===== config.mk =====
export PLATFORM = sky130hd
export DESIGN_NAME = vga_axil_initiator
export DESIGN_NICKNAME = d
export VERILOG_FILES = /design/src/rtl/vga_axil_initiator.sv
export SDC_FILE = /design/constraint.sdc
export NUM_CORES = 1
export LEC_CHECK = 0
export CAP_MARGIN = 20
export CORE_MARGIN = 1.5
export CORE_UTILIZATION = 30
export CTS_CLUSTER_SIZE = 30
export DETAILED_ROUTE_END_ITERATION = 8
export DONT_BUFFER_PORTS = 1
export HOLD_SLACK_MARGIN = 0.15
export PLACE_DENSITY_LB_ADDON = 0.15
export SKIP_LAST_GASP = 1
export SYNTH_ARGS = -nofsm -noshare
export SYNTH_HDL_FRONTEND = slang
export SYNTH_SLANG_ARGS = --single-unit

===== constraint.sdc =====
create_clock -name clk_i -period 2.45 [get_ports clk_i]
set_input_delay 0.245 -clock clk_i [delete_from_list [all_inputs] [get_ports clk_i]]
set_output_delay 0.245 -clock clk_i [all_outputs]
set_load 0.005 [all_outputs]

===== src/rtl/vga_axil_initiator.sv =====
// AXI4-Lite manager: turns one register-access request at a time into an AXI4-Lite
// write (AW+W/B) or read (AR/R) toward the VGA control subordinate.
module vga_axil_initiator #(
  parameter int AXIL_ADDR_WIDTH = 32,
  parameter int AXIL_DATA_WIDTH = 32
) (
  input  logic                         clk_i,
  input  logic                         rst_ni,
  input  logic                         req_valid_i,
  output logic                         req_ready_o,
  input  logic                         req_we_i,
  input  logic [AXIL_ADDR_WIDTH-1:0]   req_addr_i,
  input  logic [AXIL_DATA_WIDTH-1:0]   req_wdata_i,
  output logic                         rsp_valid_o,
  input  logic                         rsp_ready_i,
  output logic                         rsp_we_o,
  output logic [AXIL_DATA_WIDTH-1:0]   rsp_rdata_o,
  output logic [1:0]                   rsp_resp_o,
  output logic                         m_awvalid_o,
  input  logic                         m_awready_i,
  output logic [AXIL_ADDR_WIDTH-1:0]   m_awaddr_o,
  output logic [2:0]                   m_awprot_o,
  output logic                         m_wvalid_o,
  input  logic                         m_wready_i,
  output logic [AXIL_DATA_WIDTH-1:0]   m_wdata_o,
  output logic [AXIL_DATA_WIDTH/8-1:0] m_wstrb_o,
  input  logic                         m_bvalid_i,
  output logic                         m_bready_o,
  input  logic [1:0]                   m_bresp_i,
  output logic                         m_arvalid_o,
  input  logic                         m_arready_i,
  output logic [AXIL_ADDR_WIDTH-1:0]   m_araddr_o,
  output logic [2:0]                   m_arprot_o,
  input  logic                         m_rvalid_i,
  output logic                         m_rready_o,
  input  logic [AXIL_DATA_WIDTH-1:0]   m_rdata_i,
  input  logic [1:0]                   m_rresp_i
);

  typedef enum logic [2:0] {
    IDLE         = 3'd0,
    WR_ADDR_DATA = 3'd1,
    WR_RESP      = 3'd2,
    RD_ADDR      = 3'd3,
    RD_DATA      = 3'd4,
    RSP          = 3'd5
  } state_e;

  state_e                       state_q, state_d;
  logic [AXIL_ADDR_WIDTH-1:0]   addr_q, addr_d;
  logic [AXIL_DATA_WIDTH-1:0]   wdata_q, wdata_d;
  logic                         we_q, we_d;
  logic                         aw_done_q, aw_done_d;
  logic                         w_done_q, w_done_d;
  logic                         rsp_we_q, rsp_we_d;
  logic [AXIL_DATA_WIDTH-1:0]   rsp_rdata_q, rsp_rdata_d;
  logic [1:0]                   rsp_resp_q, rsp_resp_d;

  always_ff @(posedge clk_i or negedge rst_ni) begin
    if (!rst_ni) begin
      state_q     <= IDLE;
      addr_q      <= '0;
      wdata_q     <= '0;
      we_q        <= 1'b0;
      aw_done_q   <= 1'b0;
      w_done_q    <= 1'b0;
      rsp_we_q    <= 1'b0;
      rsp_rdata_q <= '0;
      rsp_resp_q  <= 2'b00;
    end else begin
      state_q     <= state_d;
      addr_q      <= addr_d;
      wdata_q     <= wdata_d;
      we_q        <= we_d;
      aw_done_q   <= aw_done_d;
      w_done_q    <= w_done_d;
      rsp_we_q    <= rsp_we_d;
      rsp_rdata_q <= rsp_rdata_d;
      rsp_resp_q  <= rsp_resp_d;
    end
  end

  always_comb begin
    state_d     = state_q;
    addr_d      = addr_q;
    wdata_d     = wdata_q;
    we_d        = we_q;
    aw_done_d   = aw_done_q;
    w_done_d    = w_done_q;
    rsp_we_d    = rsp_we_q;
    rsp_rdata_d = rsp_rdata_q;
    rsp_resp_d  = rsp_resp_q;
    req_ready_o = 1'b0;
    rsp_valid_o = 1'b0;
    m_awvalid_o = 1'b0;
    m_wvalid_o  = 1'b0;
    m_bready_o  = 1'b0;
    m_arvalid_o = 1'b0;
    m_rready_o  = 1'b0;

    unique case (state_q)
      IDLE: begin
        req_ready_o = 1'b1;
        if (req_valid_i) begin
          addr_d    = req_addr_i;
          wdata_d   = req_wdata_i;
          we_d      = req_we_i;
          aw_done_d = 1'b0;
          w_done_d  = 1'b0;
          state_d   = req_we_i ? WR_ADDR_DATA : RD_ADDR;
        end
      end
      WR_ADDR_DATA: begin
        // AW and W complete independently; leave once both have handshaken
        m_awvalid_o = !aw_done_q;
        m_wvalid_o  = !w_done_q;
        if (!aw_done_q && m_awready_i) aw_done_d = 1'b1;
        if (!w_done_q && m_wready_i)   w_done_d  = 1'b1;
        if (aw_done_d && w_done_d)     state_d   = WR_RESP;
      end
      WR_RESP: begin
        m_bready_o = 1'b1;
        if (m_bvalid_i) begin
          rsp_we_d    = 1'b1;
          rsp_rdata_d = '0;
          rsp_resp_d  = m_bresp_i;
          state_d     = RSP;
        end
      end
      RD_ADDR: begin
        m_arvalid_o = 1'b1;
        if (m_arready_i) state_d = RD_DATA;
      end
      RD_DATA: begin
        m_rready_o = 1'b1;
        if (m_rvalid_i) begin
          rsp_we_d    = 1'b0;
          rsp_rdata_d = m_rdata_i;
          rsp_resp_d  = m_rresp_i;
          state_d     = RSP;
        end
      end
      RSP: begin
        rsp_valid_o = 1'b1;
        if (rsp_ready_i) state_d = IDLE;
      end
      default: state_d = IDLE;
    endcase
  end

  assign m_awaddr_o  = addr_q;
  assign m_araddr_o  = addr_q;
  assign m_wdata_o   = wdata_q;
  assign m_wstrb_o   = '1;
  assign m_awprot_o  = 3'b000;
  assign m_arprot_o  = 3'b000;
  assign rsp_we_o    = rsp_we_q;
  assign rsp_rdata_o = rsp_rdata_q;
  assign rsp_resp_o  = rsp_resp_q;

endmodule


==> results of run 1 <==
==> logic make-up (layout without fill, tap and decap cells) <==
kind of cell	after synthesis	in the layout	synth area share
buffers and inverters	62	127	0.117
muxes	70	70	0.219
AOI/OAI and AO/OA	44	44	0.0757
and+or+nand+nor	24	24	0.0310
DFF	104	104	0.556
other	2	10	0.00160
==> power by group through the flow <==
stage          registers (W)  logic, W  clock network, W
2_1_floorplan        0.00308   0.00234                 0
3_3_place_gp         0.00344   0.00195                 0
3_5_place_dp         0.00341   0.00199                 0
4_1_cts              0.00339   0.00214           0.00143
5_1_grt              0.00351   0.00230           0.00151
6_report             0.00338   0.00213           0.00136
==> state kept, by name, indices dropped and copies added (netlist names) <==
signal,count
m_araddr_o,32
m_wdata_o,32
rsp_rdata_o,32
state_q,3
rsp_resp_o,2
aw_done_q,1
rsp_we_o,1
w_done_q,1
==> routing by layer <==
layer | global-route usage | routed length (um)
met1 | 0.137 | 3960
met2 | 0.200 | 4870
met3 | 0.0484 | 1010
met4 | 0.0601 | 242
met5 | 0 | 0
==> cells in the final DEF (no fill, tap or decap) <==
cell type      synthesis  routed
nor2_1                 7       7
mux2_2                 6       6
mux4_2                 1       1
or3_1                  1       1
buf_12                 7       2
dfrtp_1              104     104
mux2i_1                1       1
dlygate4sd3_1          0     100
clkbuf_16              0       9
and2_4                 1       1
a22o_1                32      32
o22ai_1                1       1
nand2_1                3       3
nor3b_2                1       1
nor3_4                 0       1
o21ai_0                1       1
buf_4                 42       7
nand2b_1               3       3
clkinvlp_4             0       1
a21oi_1                6       6
clkinv_2               0       2
nand3b_1               2       2
a21o_1                 1       1
o21a_1                 1       1
a211o_1                1       1
inv_6                  0       4
mux2_4                60      60
nor3_1                 2       2
o221ai_1               1       1
mux2_1                 2       2
nor3b_1                1       1
nor3_2                 2       1
or3b_1                 1       1
inv_1                  2       2
conb_1                 2      10
==> critical path, cell delays in order, from the launching register on <==
cell and delay, ps:
dfrtp_1 490, nor3_2 250, and2_4 340, buf_12 260, mux2_2 360
==> layout make-up <==
| cell class | count | share of cell area |
|---|---|---|
| inverter | 2 | 0.00130 |
| tap | 188 | 0.0407 |
| sequential | 104 | 0.450 |
| timing repair buffer | 109 | 0.189 |
| clock inverter | 7 | 0.00909 |
| clock buffer | 9 | 0.0389 |
| multi-input combinational | 148 | 0.271 |
==> worst max path at each step <==
stage                     depth (start not counted)              startpoint                   endpoint
final                                             4  state_q[2]$_DFFE_PN0P_  m_wdata_o[23]$_DFFE_PN0P_
after global routing                              4  state_q[2]$_DFFE_PN0P_  m_wdata_o[23]$_DFFE_PN0P_
after CTS                                         4  state_q[2]$_DFFE_PN0P_  m_wdata_o[22]$_DFFE_PN0P_
after detailed placement                          4  state_q[2]$_DFFE_PN0P_  m_wdata_o[22]$_DFFE_PN0P_
after global placement                            4  state_q[2]$_DFFE_PN0P_  m_wdata_o[24]$_DFFE_PN0P_
after floorplan                                   4  state_q[1]$_DFFE_PN0P_  rsp_resp_o[0]$_DFFE_PN0P_
==> metrics by stage <==
stage          hold WS (ps)  power [W]
2_1_floorplan         -50.6    0.00543
3_3_place_gp          -48.0    0.00539
3_5_place_dp          -48.1    0.00540
4_1_cts                -432    0.00696
5_1_grt                -439    0.00732
6_report               -407    0.00687
==> flow_summary_export.csv, run 1 <==
group,metric,value,unit
placement,place_area,4500,sq um
cts,path_clk_slew,70,ps
floorplan,dieArea,16400,sq um
detailed_routing,wl_per_cell,17.8,um
logic_synthesis,ys_seq_area_frac,0.556,
logic_synthesis,synth_top_cells_by_count,"104 x dfrtp_1, 60 x mux2_4, 42 x buf_4",
detailed_routing,routed_wl,10.1,mm
final_layout,final_core_util,0.380,
detailed_routing,via_count,2628,
final_layout,nFillCells,1410,
floorplan,die_h,128,um
power_and_ir_drop,swShare,0.324,
cts,clock_path_buffers,2,
final_layout,fin_cells,567,
power_and_ir_drop,pwr-share-clk,0.199,
final_layout,final_area,5780,sq um
placement,io_buffers,0,
power_and_ir_drop,seqPwrFrac,0.492,
critical_path,cp-end-kind,"register",
timing,finalSetupViolations,0,
critical_path,path_class,"register to register",
power_and_ir_drop,combPwrFrac,0.310,
detailed_routing,drc,0,
timing,max_freq,543,MHz
cts,root_buffer,"clkbuf_16",
logic_synthesis,synthCells,306,
logic_synthesis,yosys_warnings,0,
timing,fin_crit_sh,0.751,
cts,cts_setup_buffers,0,
final_layout,drive_above_1_share,0.253,
cts,clock_latency,350,ps
timing,rsz0062_at_grt,"no",
cts,h-tree-depth,3,
critical_path,r2r-start,"state_q[2]$_DFFE_PN0P_",
global_route,grt_use_total,0.121,
detailed_routing,drt_iter0_drc,99,
logic_synthesis,synth.most_common_cell,"dfrtp_1",
outcome,status,"finished with violations",
global_route,antenna_found_initial,0,
floorplan,initial_utilization,0.308,
logic_synthesis,yosys-top-cells-area,"dfrtp_1 56%, mux2_4 19%, buf_4 6.7%",
cts,cts_buffers,9,
floorplan,die_w,128,um
final_layout,areaGrowthSynthToFinish,23.5,%
critical_path,timing.reg2reg.worst_path_depth,4,
global_route,grt_pass1_wl,15.2,mm
critical_path,cp_data_arrival_time,2070,ps
cts,cts_tree,"yes",
power_and_ir_drop,internal_power,0.00464,W
logic_synthesis,synth_edf_count,0,
logic_synthesis,synth_area_per_cell,15.3,sq um
floorplan,ioPinCount,258,
global_route,grt_max_degree,105,
flow_run,drv_cap,0,
final_layout,seqCellArea,2600,sq um
placement,dp_slack,607,ps
logic_synthesis,synth_top_area_cell,"dfrtp_1",
cts,cts_num_sinks,104,
global_route,grt_overflow_total,0,
final_layout,multi_input_area,1570,sq um
power_and_ir_drop,power_switching,0.00222,W
placement,gp_routability_congestion,0.713,
power_and_ir_drop,powerDensity,1190,nW/um^2
critical_path,cp-start-kind,"register",
timing,fin_ws,610,ps
cts,cts_hold_buf,100,
final_layout,nets,484,
logic_synthesis,netlist_area,4680,sq um
critical_path,required,2680,ps
timing,hold_slack,-407,ps
floorplan,core_area,15200,sq um
timing,period_minus_slack,1840,ps
min_path,hold_class,"primary input to asynchronous set/reset pin",
detailed_routing,firstDrtPassIters,4,
timing,finalSetupTns,0,ps
timing,fin_worst_skew,7.26,ps
power_and_ir_drop,p_leak,2.58,nW
floorplan,rows,45,
placement,dp.cells,451,
timing,slew_viol_final,0,
placement,dp_hpwl,6.55,mm
cts,cts-resized-gates,0,
outcome,violations,"negative hold slack",
logic_synthesis,synthFlopType,"dfrtp_1",
detailed_routing,viasPerCell,4.63,
critical_path,r2r_setup_slack,610,ps
power_and_ir_drop,irDropWorstVdd,419,uV
timing,hold_viol,104,
logic_synthesis,ys_async_sr_fraction,1.00,
critical_path,r2r_end,"m_wdata_o[23]$_DFFE_PN0P_",
logic_synthesis,synth.top_cell.area_share,0.556,
critical_path,cp_max_fo,27,
global_route,first_global_vias,2779,
logic_synthesis,yosysUniqueCellTypes,32,
detailed_routing,ant_nets,0,
final_layout,n_antenna_cell,0,
logic_synthesis,ys_ff_latch,104,
Note: power is estimated with default switching activity, not from simulation.
==> run 2: changes to the inputs <==
==> constraint.sdc (replaced) <==
create_clock -name clk_i -period 1.9 [get_ports clk_i]
set_input_delay 0.19 -clock clk_i [delete_from_list [all_inputs] [get_ports clk_i]]
set_output_delay 0.19 -clock clk_i [all_outputs]
set_load 0.005 [all_outputs]
==> run 2 against run 1 <==
Effect of this change: the run now fails in clock tree synthesis (4_1_cts); synthesized area unchanged; synthesized cell count did not move.
==> flow_summary_export.csv, run 2 <==
group,metric,value,unit
outcome,status,"aborted with a tool error",
cts,cts_buffers,9,
cts,cts-resized-gates,0,
logic_synthesis,synthFlopType,"dfrtp_1",
cts,cts_hold_buf,101,
logic_synthesis,yosysUniqueCellTypes,32,
floorplan,ioPinCount,258,
logic_synthesis,synth_top_area_cell,"dfrtp_1",
floorplan,rows,45,
cts,cts_setup_buffers,0,
placement,io_buffers,0,
logic_synthesis,synth_edf_count,0,
logic_synthesis,synth.most_common_cell,"dfrtp_1",
outcome,stop_error,"[ERROR RSZ-0060] Max buffer count reached.",
logic_synthesis,ys_seq_area_frac,0.556,
placement,gp_routability_congestion,0.745,
logic_synthesis,ys_async_sr_fraction,1.00,
cts,clock_path_buffers,2,
floorplan,initial_utilization,0.308,
outcome,lastStage,"clock tree synthesis (4_1_cts)",
cts,root_buffer,"clkbuf_16",
logic_synthesis,synthCells,306,
logic_synthesis,netlist_area,4680,sq um
logic_synthesis,ys_ff_latch,104,
logic_synthesis,yosys-top-cells-area,"dfrtp_1 56%, mux2_4 19%, buf_4 6.7%",
cts,h-tree-depth,3,
floorplan,die_w,128,um
logic_synthesis,synth_area_per_cell,15.3,sq um
logic_synthesis,synth.top_cell.area_share,0.556,
cts,cts_num_sinks,104,
placement,dp_hpwl,6.57,mm
logic_synthesis,synth_top_cells_by_count,"104 x dfrtp_1, 60 x mux2_4, 42 x buf_4",
logic_synthesis,yosys_warnings,0,
placement,place_area,4550,sq um
floorplan,die_h,128,um
## run 2: cell counts after synthesis
Identical to the previous run, type by type.
## run 2: cells by family after synthesis
kind of cell / share of synthesized area
buf+inv: 0.117
compound gates: 0.0757
mux: 0.219
other cells: 0.00160
simple gates: 0.0310
flops: 0.556
## run 2: per-stage QoR
stage          setup slack, ps  hold slack, ps  cells   util
3_5_place_dp               227            -103    457  0.299
3_3_place_gp               208            -103    457  0.299
2_1_floorplan              387            -106    314      -
==> run 3: changes to the inputs <==
--- a/config.mk
+++ b/config.mk
@@ -7,11 +7,9 @@
 export LEC_CHECK = 0
 export CAP_MARGIN = 20
 export CORE_MARGIN = 1.5
-export CORE_UTILIZATION = 30
-export CTS_CLUSTER_SIZE = 30
+export CORE_UTILIZATION = 20
 export DETAILED_ROUTE_END_ITERATION = 8
 export DONT_BUFFER_PORTS = 1
-export HOLD_SLACK_MARGIN = 0.15
 export PLACE_DENSITY_LB_ADDON = 0.15
 export SKIP_LAST_GASP = 1
 export SYNTH_ARGS = -nofsm -noshare
==> run 3 against run 2 <==
Effect of this change: the flow now finishes, with violations (negative hold slack).
==> flow_summary_export.csv, run 3 (synthesis gave the netlist of run 1 again) <==
group,metric,value,unit
outcome,status,"finished with violations",
floorplan,die_h,156,um
detailed_routing,firstDrtPassIters,3,
detailed_routing,routed_wl,10.8,mm
critical_path,crit_buf_inv,1,
floorplan,rows,55,
min_path,hold_class,"primary input to asynchronous set/reset pin",
critical_path,cp-end-kind,"register",
critical_path,critPathMaxStageDelay,460,ps
timing,fin_worst_skew,9.64,ps
final_layout,areaGrowthSynthToFinish,27.6,%
floorplan,dieArea,24300,sq um
final_layout,drive_above_1_share,0.258,
cts,cts_setup_buffers,0,
final_layout,nets,485,
timing,rsz0062_at_grt,"no",
timing,hold_slack,-471,ps
critical_path,cp_data_arrival_time,1930,ps
cts,h-tree-depth,3,
timing,fin_ws,198,ps
cts,cts_tree,"yes",
placement,dp_hpwl,7.00,mm
floorplan,die_w,156,um
power_and_ir_drop,powerDensity,1510,nW/um^2
critical_path,cp_max_fo,25,
global_route,first_global_vias,2900,
critical_path,required,2130,ps
floorplan,core_area,22800,sq um
cts,cts_num_sinks,104,
global_route,grt_max_degree,105,
timing,max_freq,588,MHz
placement,io_buffers,0,
final_layout,fin_cells,694,
final_layout,multi_input_area,1570,sq um
detailed_routing,wl_per_cell,15.6,um
global_route,grt_use_total,0.0873,
cts,root_buffer,"clkbuf_16",
outcome,violations,"negative hold slack",
power_and_ir_drop,p_leak,2.59,nW
critical_path,path_cells,"nor3_2 > and2_4 > buf_12 > mux2_2",
final_layout,seqCellArea,2600,sq um
detailed_routing,ant_nets,0,
cts,cts_hold_buf,98,
power_and_ir_drop,irDropWorstVdd,370,uV
cts,clock_latency,350,ps
critical_path,path_class,"register to register",
critical_path,cp-start-kind,"register",
floorplan,initial_utilization,0.205,
placement,gp_routability_congestion,0.703,
timing,period_minus_slack,1700,ps
critical_path,cp_top_family,"simple AND/OR/NAND/NOR gates",
final_layout,layout_common_cells,"104 x dfrtp_1, 98 x dlygate4sd3_1, 60 x mux2_4",
detailed_routing,via_count,2644,
detailed_routing,drt_iter0_drc,130,
placement,dp_slack,193,ps
floorplan,ioPinCount,258,
timing,slew_viol_final,0,
detailed_routing,viasPerCell,3.81,
cts,path_clk_slew,70,ps
final_layout,nFillCells,2333,
global_route,antenna_found_initial,1,
cts,clock_path_buffers,2,
flow_run,drv_cap,0,
timing,hold_viol,104,
timing,finalSetupTns,0,ps
critical_path,crit_path_top_delay_cell,"dfrtp_1",
timing,finalSetupViolations,0,
placement,dp.cells,579,
detailed_routing,drc,0,
cts,cts-resized-gates,0,
global_route,grt_overflow_total,0,
global_route,grt_pass1_wl,16.2,mm
cts,cts_buffers,9,
timing,fin_crit_sh,0.896,
final_layout,layout_commonest_cell,"dfrtp_1",
[run 3: cell type report]
| cell class | count | area share |
|---|---|---|
| diodes | 1 | 0.000419 |
| repair buffers | 110 | 0.183 |
| well taps | 313 | 0.0656 |
| inverters | 2 | 0.00126 |
| flip-flops and latches | 104 | 0.436 |
| multi-input cells | 148 | 0.262 |
| clock buffers | 11 | 0.0406 |
| clock inverters | 5 | 0.0107 |
[run 3: final timing paths]
path | start | endpoint | slack (ps) | cells after the start
worst max-delay path | state_q[0]$_DFFE_PN0P_ | m_wdata_o[24]$_DFFE_PN0P_ | 200 | 4
worst min-delay path | rst_ni | m_araddr_o[11]$_DFFE_PN0P_ | -470 | 0
worst max register to register | state_q[0]$_DFFE_PN0P_ | m_wdata_o[24]$_DFFE_PN0P_ | 200 | 4
worst min register to register | rsp_rdata_o[31]$_DFFE_PN0P_ | rsp_rdata_o[31]$_DFFE_PN0P_ | 540 | 1
max in group asynchronous | rst_ni | rsp_rdata_o[1]$_DFFE_PN0P_ | 2220 | 0
min in group clk_i | m_wready_i | w_done_q$_DFFE_PN0P_ | 30 | 2
[run 3: where the power goes]
part	internal (W)	total, W	leakage, nW	switching [W]
Clock	0.00107	0.00194	0.146	0.000868
Sequential	0.00326	0.00433	1.27	0.00107
Combinational	0.00183	0.00277	1.18	0.000935
Total	0.00617	0.00904	2.59	0.00287
[run 3: metal layers]
metal | part of all wire | global-route usage | vias to the layer above
met2 | 0.48 | 0.143 | 155
met1 | 0.41 | 0.0984 | 1310
met5 | 0 | 0 | -
met3 | 0.097 | 0.0344 | 13
met4 | 0.017 | 0.0426 | 0
li1 | - | - | 1166
[run 3: worst register-to-register path, cell delays in order (launching register included)]
cell and delay, ps:
dfrtp_1 460, nor3_2 230, and2_4 280, buf_12 250, mux2_2 370
[run 3: per-stage QoR]
stage | power [W] | cell area (sq um) | hold WS (ps) | utilization
floorplan | 0.00700 | 4710 | -106 | -
global placement | 0.00699 | 4680 | -103 | 0.206
detailed placement | 0.00699 | 4680 | -103 | 0.206
CTS | 0.00919 | 5970 | -496 | 0.262
global route | 0.00967 | 5970 | -502 | 0.262
finish | 0.00904 | 5970 | -471 | 0.262
